===== src/rtl/locker_arbiter.sv =====
`default_nettype none
// ============================================================================
// Module   : locker_arbiter
// Brief    : Round-robin arbiter sharing one locked ctrl_locker channel among
//            N_REQ requesters; tracks the 4-phase token on a synchronised
//            tok_req. Optional hold timeout: LOCKER_ARB_TIMEOUT_EN.
// Revision : 1.0 - initial release
// ============================================================================
module locker_arbiter #(
    parameter int N_REQ       = 4,
    parameter int SYNC_STAGES = 2,
    parameter int TMO_W       = 8,
    parameter int TMO_CYCLES  = 200
) (
    input  logic             clk,
    input  logic             rst,
    input  logic [N_REQ-1:0] req_i,
    output logic [N_REQ-1:0] gnt_o,
    output logic [N_REQ-1:0] done_o,
    output logic             lock_o,
    input  logic             tok_req,
    output logic             busy_o,
    output logic             tmo_o
);

    localparam int PTR_W = $clog2(N_REQ);

    if (N_REQ < 2 || N_REQ > 16) begin : g_chk_n_req
        $error("locker_arbiter: N_REQ out of range");
    end
    if (SYNC_STAGES < 2 || SYNC_STAGES > 3) begin : g_chk_sync
        $error("locker_arbiter: SYNC_STAGES out of range");
    end
    if (TMO_CYCLES < 1 || TMO_CYCLES >= (2 ** TMO_W)) begin : g_chk_tmo
        $error("locker_arbiter: TMO_CYCLES does not fit TMO_W");
    end

    typedef enum logic [1:0] {
        S_IDLE    = 2'd0,
        S_GRANT   = 2'd1,
        S_BUSY    = 2'd2,
        S_RELEASE = 2'd3
    } state_t;

    state_t                 state_q,  state_d;
    logic [SYNC_STAGES-1:0] sync_q,   sync_d;
    logic [PTR_W-1:0]       ptr_q,    ptr_d;
    logic [PTR_W-1:0]       winner_q, winner_d;
    logic [N_REQ-1:0]       gnt_q,    gnt_d;
    logic [N_REQ-1:0]       done_q,   done_d;
    logic                   lock_q,   lock_d;

    logic                   tok_s;
    logic                   tmo_hit;
    logic                   pick_found;
    logic [PTR_W-1:0]       pick_idx;
    logic [PTR_W-1:0]       ptr_next;
    logic                   go_rel;
    logic                   rel_done;

    assign sync_d   = {sync_q[SYNC_STAGES-2:0], tok_req};
    assign tok_s    = sync_q[SYNC_STAGES-1];
    assign ptr_next = (winner_q == PTR_W'(N_REQ - 1)) ? '0 : winner_q + PTR_W'(1);

    // First set request at or above the pointer, wrapping past N_REQ-1.
    always_comb begin
        logic [PTR_W:0] idx_w;
        pick_found = 1'b0;
        pick_idx   = '0;
        idx_w      = '0;
        for (int i = 0; i < N_REQ; i++) begin
            idx_w = {1'b0, ptr_q} + (PTR_W + 1)'(i);
            if (idx_w >= (PTR_W + 1)'(N_REQ)) begin
                idx_w = idx_w - (PTR_W + 1)'(N_REQ);
            end
            if (!pick_found && req_i[idx_w[PTR_W-1:0]]) begin
                pick_found = 1'b1;
                pick_idx   = idx_w[PTR_W-1:0];
            end
        end
    end

    always_comb begin
        state_d  = state_q;
        ptr_d    = ptr_q;
        winner_d = winner_q;
        gnt_d    = gnt_q;
        done_d   = '0;
        lock_d   = lock_q;
        go_rel   = 1'b0;
        rel_done = 1'b0;

        case (state_q)
            S_IDLE: begin
                // A token already in the channel means someone else owns it.
                if (!tok_s && pick_found) begin
                    state_d          = S_GRANT;
                    winner_d         = pick_idx;
                    gnt_d            = '0;
                    gnt_d[pick_idx]  = 1'b1;
                    lock_d           = 1'b1;
                end
            end
            S_GRANT: begin
                if (tmo_hit) begin
                    go_rel = 1'b1;
                end else if (tok_s) begin
                    state_d = S_BUSY;
                end else if (!req_i[winner_q]) begin
                    go_rel = 1'b1;
                end
            end
            S_BUSY: begin
                if (tmo_hit) begin
                    go_rel = 1'b1;
                end else if (!tok_s) begin
                    go_rel   = 1'b1;
                    rel_done = 1'b1;
                end
            end
            S_RELEASE: begin
                state_d = S_IDLE;
            end
            default: begin
                state_d = S_IDLE;
            end
        endcase

        if (go_rel) begin
            state_d = S_RELEASE;
            gnt_d   = '0;
            lock_d  = 1'b0;
            ptr_d   = ptr_next;
            if (rel_done) begin
                done_d[winner_q] = 1'b1;
            end
        end
    end

    always_ff @(posedge clk or negedge rst) begin
        if (!rst) begin
            state_q  <= S_IDLE;
            sync_q   <= '0;
            ptr_q    <= '0;
            winner_q <= '0;
            gnt_q    <= '0;
            done_q   <= '0;
            lock_q   <= 1'b0;
        end else begin
            state_q  <= state_d;
            sync_q   <= sync_d;
            ptr_q    <= ptr_d;
            winner_q <= winner_d;
            gnt_q    <= gnt_d;
            done_q   <= done_d;
            lock_q   <= lock_d;
        end
    end

`ifdef LOCKER_ARB_TIMEOUT_EN
    logic [TMO_W-1:0] cnt_q, cnt_d;
    logic             tmo_q, tmo_d;

    // Counter is zero on GRANT entry and equals cycles spent holding the lock.
    assign tmo_hit = (cnt_q == TMO_W'(TMO_CYCLES - 1));

    always_comb begin
        cnt_d = cnt_q;
        tmo_d = 1'b0;
        if (state_q == S_GRANT || state_q == S_BUSY) begin
            cnt_d = cnt_q + TMO_W'(1);
            tmo_d = tmo_hit;
        end else begin
            cnt_d = '0;
        end
    end

    always_ff @(posedge clk or negedge rst) begin
        if (!rst) begin
            cnt_q <= '0;
            tmo_q <= 1'b0;
        end else begin
            cnt_q <= cnt_d;
            tmo_q <= tmo_d;
        end
    end

    assign tmo_o = tmo_q;
`else
    assign tmo_hit = 1'b0;
    assign tmo_o   = 1'b0;
`endif

    assign gnt_o  = gnt_q;
    assign done_o = done_q;
    assign lock_o = lock_q;
    assign busy_o = (state_q != S_IDLE);

endmodule
`default_nettype wire


===== config.mk =====
export PLATFORM = sky130hd
export DESIGN_NAME = locker_arbiter
export DESIGN_NICKNAME = d
export VERILOG_FILES = /design/src/rtl/locker_arbiter.sv
export SDC_FILE = /design/constraint.sdc
export NUM_CORES = 1
export LEC_CHECK = 0
export BUFFER_PORTS_ARGS = -buffer_cell sky130_fd_sc_hd__buf_2
export CORE_AREA = 3 3 44 46
export CTS_BUF_LIST = sky130_fd_sc_hd__clkbuf_8
export CTS_CLUSTER_SIZE = 28
export DETAILED_ROUTE_END_ITERATION = 16
export DIE_AREA = 0 0 47 49
export PLACE_DENSITY_LB_ADDON = 0.25
export RECOVER_POWER = 100
export SYNTH_ARGS = -nofsm -noshare
export SYNTH_HDL_FRONTEND = slang
export SYNTH_SLANG_ARGS = --single-unit

===== constraint.sdc =====
create_clock -name clk -period 4 [get_ports clk]
set_input_delay 0.2 -clock clk [delete_from_list [all_inputs] [get_ports clk]]
set_output_delay 0.2 -clock clk [all_outputs]
set_load 0.03 [all_outputs]

# Word level (Yosys, flattened, before mapping)
# Cells that the tools add are included.
# Widths: inputs -> output; s select.
# word_totals
out_inout_bits,11
reg_bits,17
wordCells,95
in_bits,7
# op_classes
n_reduce_logical,18
magnitude_cmp,12
muxes,44
n_eq_ne,6
n_addsub,8
# op_table
cell,n
$mux 2,12
$mux 4,5
$lt 2x3->1 const B,6
$mux 1,18
$bmux 1 s2,5
$ge 3x3->1 const B,3
$sub 2x1->2 const B,4
$add 2x2->3 const B,2
$eq 2x2->1 const B,3
$logic_and 1x1->1,6
$ne 3x3->1 const B,2
$pmux 2 s3,1
$reduce_bool 2->1,3
$demux 1 s2,2
$ge 2x1->1 const B,2
$logic_not 1->1,4
$reduce_and 2->1,2
$reduce_bool 4->1,1
$add 2x1->3 const B,1
$ge 2x3->1 const B,1
$reduce_and 3->1,1
$add 2x1->2 const B,1
$eq 2x1->1 const B,1
$logic_not 2->1,1
$pmux 1 s2,1

# Logic depth before layout (Yosys ltp)
# Gate-level depths: netlist of the first run.
# logic_depth
depth_word,21
mapped_depth,6
mapped_depth_nobuf,6

# Worst setup path before layout of the first run
# No wires, ideal clock.
# synth_timing
kind,reg-to-reg
start,reg winner_q[0]
end,reg ptr_q[1]
arrival_time_ps,1491
path_buffers,0
setup_time_ps,125
setup_slack_ps,2384
synth_period_minus_slack_ps,1616
t_required_ps,3875
path_stages_with_launch,4
cell_sequence,dfrtp_1 -> mux4_2 -> o22ai_4 -> mux2_4
# synth_between
elab_chain_cells,5
elab_cells_between_ends,8
# synth_lines
element,line_no,text
from (decl),48,"logic [PTR_W-1:0] winner_q, winner_d;"
from (signal assigned),153,winner_q <= winner_d;
$bmux 1 s2,109,end else if (!req_i[winner_q]) begin
$mux 1 (implied by the code),109,
$mux 1,109,
$mux 1,107,end else if (tok_s) begin
$pmux 1 s2,93,case (state_q)
to (signal assigned),152,ptr_q <= ptr_d;
to (decl),47,"logic [PTR_W-1:0] ptr_q, ptr_d;"
# Parallel ways exist; a longest one is shown, timed or not. The select of a mux whose other input is x is not followed.
# A chain may end at the register's enable or synchronous reset.

# Worst setup path after layout of the first run
# Same ends and word-level chain as after synthesis.

==> metrics.csv, run 1 <==
metric,value,unit
status,"complete, no violations",
cellLeakagePower,0.4978,nW
grt_use_total,0.1784,
overflow,0,
initial_core_util,0.6063,
reg2reg_slack,1.96,ns
syn_area_per_cell,9.943,µm²
finalSetupTns,0,ns
tritoncts,done,
yosysUniqueCellTypes,25,
clkLatencyLatePin,0.25,ns
io_buffers,16,
syn_to_final_growth,12.32,%
finClkSkew,0.003542,ns
fin_crit,2.043,ns
num_rows,14,
layout-drive-gt1-share,0.09735,
cp-start-kind,flip-flop,
setup_viol,0,
ys_seq_area_frac,0.4552,
die_y,49,µm
reg2reg_to,ptr_q[1]$_DFFE_PN0P_,
hold_path.class,input port to flip-flop,
drt_iter0_markers,11,
drcViolationCount,0,
netSwitchingPower,0.3599,mW
p_seq_frac,0.353,
placedInstanceArea,0.001022,mm²
nFillCells,147,
r2r_cells,3,
grt_pass1_vias,695,
path_clk_slew,0.07,ns
post_cts_buffers,0,
seqCellArea,425.4,µm²
ant_nets,0,
drt-total-wl,1.833,mm
root_buffer,clkbuf_8,
max-vdd-ir-drop,0.3748,mV
slew_viol_final,0,
drv_cap,0,
cts.sinks,17,
p_int,0.4578,mW
dieArea,0.002303,mm²
multiInputGateArea,456.7,µm²
nets,129,
cts_buffers,3,
rsz0062_at_grt,no,
rr_startpoint,winner_q[0]$_DFFE_PN0P_,
hold_viol_final,0,
h-tree-depth,1,
routed_via_density,5.636,
ys_ff_latch,17,
worstSetupStartpoint,winner_q[0]$_DFFE_PN0P_,
cp.arrival,2.18,ns
fmax,489.4,MHz
path_class,flip-flop to flip-flop,
clockPowerShare,0.153,
crit_end,ptr_q[1]$_DFFE_PN0P_,
hpwl,1.393,mm
diodes,0,
critPathCaptureType,flip-flop,
synth_nets,109,
tightest_slew,0.8781,ns
total_power,0.8177,mW
pwr-share-comb,0.494,
die_x,47,µm
netlist_instances,94,
ios,18,
yosys_warnings,0,
required,4.14,ns
antenna_found_initial,0,
vias,727,
finalWeightedCongestion,0.8502,
powerDensity,778.9,mW/mm²
post-route-period-util,0.5108,
worst-path-max-fanout,10,
final_cell_area,0.001050,mm²
firstDrtPassIters,4,
grt_max_degree,18,
grt_pass1_wl,2.953,mm
avgRoutedWirePerCell,14.21,µm
slew_headroom,0.4146,
clock_path_buffers,2,
coreArea,0.001541,mm²
netSwitchingFraction,0.4401,
synth_area,934.6,µm²
hold_start,tok_req,
## cell usage after synthesis (all sizes together)
| cell | n | area (µm²) |
|---|---|---|
| and2 | 5 | 31.28 |
| mux2i | 3 | 30.03 |
| dfrtp | 17 | 425.4 |
| or2 | 1 | 6.260 |
| ha | 8 | 100.1 |
| nand2 | 10 | 37.54 |
| inv | 7 | 26.28 |
| o21ai | 4 | 20.02 |
| nand2b | 3 | 18.77 |
| a22oi | 1 | 7.510 |
| o21bai | 1 | 7.510 |
| nand3 | 5 | 25.02 |
| nor2 | 10 | 37.54 |
| a32o | 1 | 10.01 |
| a221oi | 1 | 8.760 |
| mux2 | 1 | 15.01 |
| conb | 1 | 3.750 |
| mux4 | 1 | 22.52 |
| buf | 2 | 12.51 |
| nand3b | 1 | 7.510 |
| o22ai | 1 | 20.02 |
| a21oi | 8 | 40.04 |
| a221o | 2 | 21.27 |
## power by group through the flow
stage	logic (mW)	clock network (mW)	registers [mW]
finish	0.404	0.125	0.288
global route	0.450	0.139	0.300
floorplan	0.276	0	0.333
CTS	0.425	0.126	0.289
detailed placement	0.422	0	0.292
global placement	0.417	0	0.285
## logic make-up after synthesis
group / after synthesis / share of synthesized area
compound gates: 19 / 0.1446
fa+ha+maj: 8 / 0.1071
buf+inv: 9 / 0.04150
flops: 17 / 0.4552
mux: 5 / 0.07228
other cells: 1 / 0.004012
simple gates: 35 / 0.1754
## layout by cell type, fill, tap and decap left out, types with 3 or more instances in the layout
cell / n
mux2i_1: 3
buf_2: 5
nand3_1: 5
clkbuf_8: 3
ha_1: 8
nor2_1: 10
a21oi_1: 8
nand2_1: 10
o21ai_0: 4
dfrtp_1: 17
clkbuf_1: 11
and2_0: 4
inv_1: 8
nand2b_1: 3
## metal layers
layer,global-route usage,share of wire,vias to the layer above
met4,0.06912,0.014,0
met1,0.2274,0.45,345
met3,0.03321,0.050,2
met2,0.2873,0.49,23
li1,-,-,357
met5,0,0,-
## what timing repair did
item                                   4_1_cts  5_1_grt
endpoints found under the hold margin       17        0
hold buffers                                 1        0
resized for setup                            0        0
## per-stage QoR
step / worst slack (ns) / instances / util / hold slack [ns]
after detailed placement: 2.269 / 124 / 0.6631 / 0.1406
after CTS: 2.265 / 129 / 0.6989 / 0.05162
after floorplan: 2.384 / 94 / - / -0.09559
final: 1.957 / 129 / 0.6810 / 0.05252
after global routing: 1.888 / 129 / 0.6810 / 0.04724
after global placement: 2.322 / 124 / 0.6631 / 0.1309
## how the worst min path moves through the flow
stage | cells after the start | slack [ns] | endpoint
floorplan | 0 | -0.1 | done_o[0]$_DFF_PN0_
global placement | 1 | 0.13 | state_q[0]$_DFFE_PN0P_
detailed placement | 1 | 0.14 | state_q[0]$_DFFE_PN0P_
CTS | 1 | 0.05 | sync_q[0]$_DFF_PN0_
global route | 1 | 0.05 | sync_q[0]$_DFF_PN0_
finish | 1 | 0.05 | sync_q[0]$_DFF_PN0_
## worst max-delay path, stage by stage, from the launching register on
cell and delay [ns]:
dfrtp_1 0.44, mux4_2 0.53, o22ai_1 0.60, mux2_4 0.35
## cell type report
| class | count | area share |
|---|---|---|
| Timing Repair Buffer | 17 | 0.07271 |
| Clock inverter | 1 | 0.003576 |
| Inverter | 7 | 0.02503 |
| Multi-Input combinational cell | 68 | 0.4350 |
| Clock buffer | 3 | 0.03933 |
| Sequential cell | 17 | 0.4052 |
| Tap cell | 16 | 0.01907 |
## flip-flops by register name (all words and copies together) (netlist names)
name / flops
done_o: 4
gnt_o: 4
ptr_q: 2
state_q: 2
sync_q: 2
winner_q: 2
lock_o: 1
No activity file was read; power rests on OpenSTA's default activity.
==> run 2, diff against run 1 <==
- CORE_AREA: 3 3 44 46 -> 3 3 48 50
- DIE_AREA: 0 0 47 49 -> 0 0 51 53
- clock period: 4 -> 1.7 ns (I/O delays scaled with it)
==> run 2 against run 1 <==
  * Utilization fell by 11 points
  * Flip-flop and latch count did not move
  * Sequential share of layout area decreased by 1.9 points
  * Die area rose by 17%
  * Via count decreased by 4.8%
  * Setup slack got worse by 1.8 ns
  * Clock power increased by 130%
  * Count of clock-buffer cells in the layout unchanged
  * Sequential power up 130%
  * Highest routed layer unchanged
==> metrics.csv, run 2 (synthesis gave the netlist of run 1 again) <==
metric,value,unit,change
tritoncts,done,,
multiInputGateArea,462.9,µm²,+1.4%
firstDrtPassIters,4,,unchanged
fmax,628.1,MHz,+28%
critPathBufInv,2,,+2
coreArea,0.001942,mm²,+26%
max_stage_delay,0.37,ns,-0.23 ns
routed_via_density,4.806,,-15%
total_power,1.953,mW,+140%
critPathTopFamily,compound AO/OA/AOI/OAI gates,,
finalSetupTns,0,ns,unchanged
slew_viol_final,0,,unchanged
root_buffer,clkbuf_8,,
clock_path_buffers,2,,unchanged
antenna_found_initial,0,,unchanged
nets,133,,+3.1%
avgRoutedWirePerCell,11.93,µm,-16%
ios,18,,unchanged
cp.arrival,1.73,ns,-0.45 ns
cellLeakagePower,0.5190,nW,+4.3%
clkLatencyLatePin,0.25,ns,about the same
hold_path.class,input port to flip-flop,,
syn_to_final_growth,17.94,%,
slowest_stage,dfrtp_1,,
powerDensity,1772,mW/mm²,+130%
vias,692,,-4.8%
finClkSkew,0.005559,ns,+0.002017 ns
crit_chain,inv_1 > ha_1 > nand2_1 > o22ai_2 > buf_4 > a221o_2,,
overflow,0,,unchanged
path_class,flip-flop to flip-flop,,
layout-drive-gt1-share,0.1282,,+0.03086
cts_buffers,3,,unchanged
ant_nets,0,,unchanged
initial_core_util,0.4813,,-0.1250
setup_viol,0,,unchanged
final_common_cell,dfrtp_1,,
required,1.84,ns,-2.30 ns
grt_pass1_wl,3.098,mm,+4.9%
critPathCaptureType,flip-flop,,
hold_viol_final,0,,unchanged
drt_iter0_markers,5,,-6
drt-total-wl,1.718,mm,-6.3%
status,"complete, no violations",,
dieArea,0.002703,mm²,+17%
post-route-period-util,0.9365,,+0.4257
final_cell_mix,"17 x dfrtp_1, 11 x clkbuf_1, 10 x nand2_1, 10 x nor2_1",,
diodes,0,,unchanged
h-tree-depth,1,,unchanged
max-vdd-ir-drop,0.8141,mV,+120%
num_rows,16,,+2
nFillCells,191,,+30%
hold_ws,0.2634,ns,+0.2109 ns
fin_crit,1.592,ns,-0.4511 ns
die_x,51,µm,+8.5%
utilization,0.5677,,-0.1134
grt_pass1_vias,697,,+0.29%
finalWeightedCongestion,0.8715,,+2.5%
tightest_slew,0.8982,ns,+0.02011 ns
io_buffers,16,,unchanged
worst-path-max-fanout,9,,-1
slew_headroom,0.4012,,-0.01341
hpwl,1.310,mm,-5.9%
die_y,53,µm,+8.2%
cts.sinks,17,,unchanged
cp-start-kind,flip-flop,,
seqCellArea,425.4,µm²,unchanged
grt_max_degree,18,,unchanged
path_clk_slew,0.07,ns,about the same
drv_cap,0,,unchanged
rsz0062_at_grt,no,,
drcViolationCount,0,,unchanged
grt_use_total,0.1554,,-0.02293
[run 2: cell count changes in the layout (fill, tap and decap cells not counted), sizes merged]
cell	delta
buf	+2
clkbuf	+1
dlygate4sd3	+1
[run 2: worst paths after layout]
check                                  startpoint                       to  slack, ns  cells after the start
setup / recovery           state_q[0]$_DFFE_PN0P_   state_q[1]$_DFFE_PN0P_       0.11                      6
hold / removal                           req_i[0]     gnt_o[2]$_DFFE_PN0P_       0.26                      4
setup reg to reg           state_q[0]$_DFFE_PN0P_   state_q[1]$_DFFE_PN0P_       0.11                      6
hold reg to reg               sync_q[0]$_DFF_PN0_      sync_q[1]$_DFF_PN0_       0.35                      0
max in group asynchronous                     rst  winner_q[0]$_DFFE_PN0P_       0.67                      2
min in group asynchronous                     rst     gnt_o[1]$_DFFE_PN0P_       0.47                      2
[run 2: metrics by stage]
step                      instance area, µm²  worst slack, ns  cells
after floorplan                        934.6          0.08392     94
after global placement                  1051           0.1185    137
after detailed placement                1051          0.06560    137
after CTS                               1116          0.05211    143
after global routing                    1102          0.01390    144
final                                   1102           0.1079    144
[run 2: worst register-to-register path, cell delays in order, from the launching register on]
cell and delay, ns:
dfrtp_1 0.37, inv_1 0.07, ha_1 0.35, nand2_1 0.12, o22ai_2 0.10, buf_4 0.18, a221o_2 0.29
[run 2: per-layer routing]
metal  GRT usage  up-vias  wire (µm)
met5           0        -          0
met4     0.08072        0         30
met3     0.02535        4         56
met2      0.2511       12        821
met1      0.1996      312        810
li1            -      364          -
[run 2: repair_timing]
action,in CTS,in global routing
gates resized for setup,0,0
hold buffers,2,0
hold endpoints to repair,18,0
setup endpoints to repair,0,1
setup buffers,0,1
[run 2: layout make-up]
| type | instances | share of cell area |
|---|---|---|
| Multi-Input combinational cell | 68 | 0.4200 |
| Tap cell | 27 | 0.03065 |
| Clock inverter | 1 | 0.003405 |
| Clock buffer | 3 | 0.03746 |
| Timing Repair Buffer | 21 | 0.09875 |
| Inverter | 7 | 0.02384 |
| Sequential cell | 17 | 0.3859 |
[run 2: where the power goes]
part           leakage [nW]  internal [mW]  total (mW)  switching (mW)
registers             0.217          0.545       0.659           0.115
logic                 0.275          0.411        1.00           0.590
clock network        0.0269          0.160       0.292           0.132
total                 0.519           1.12        1.95           0.837
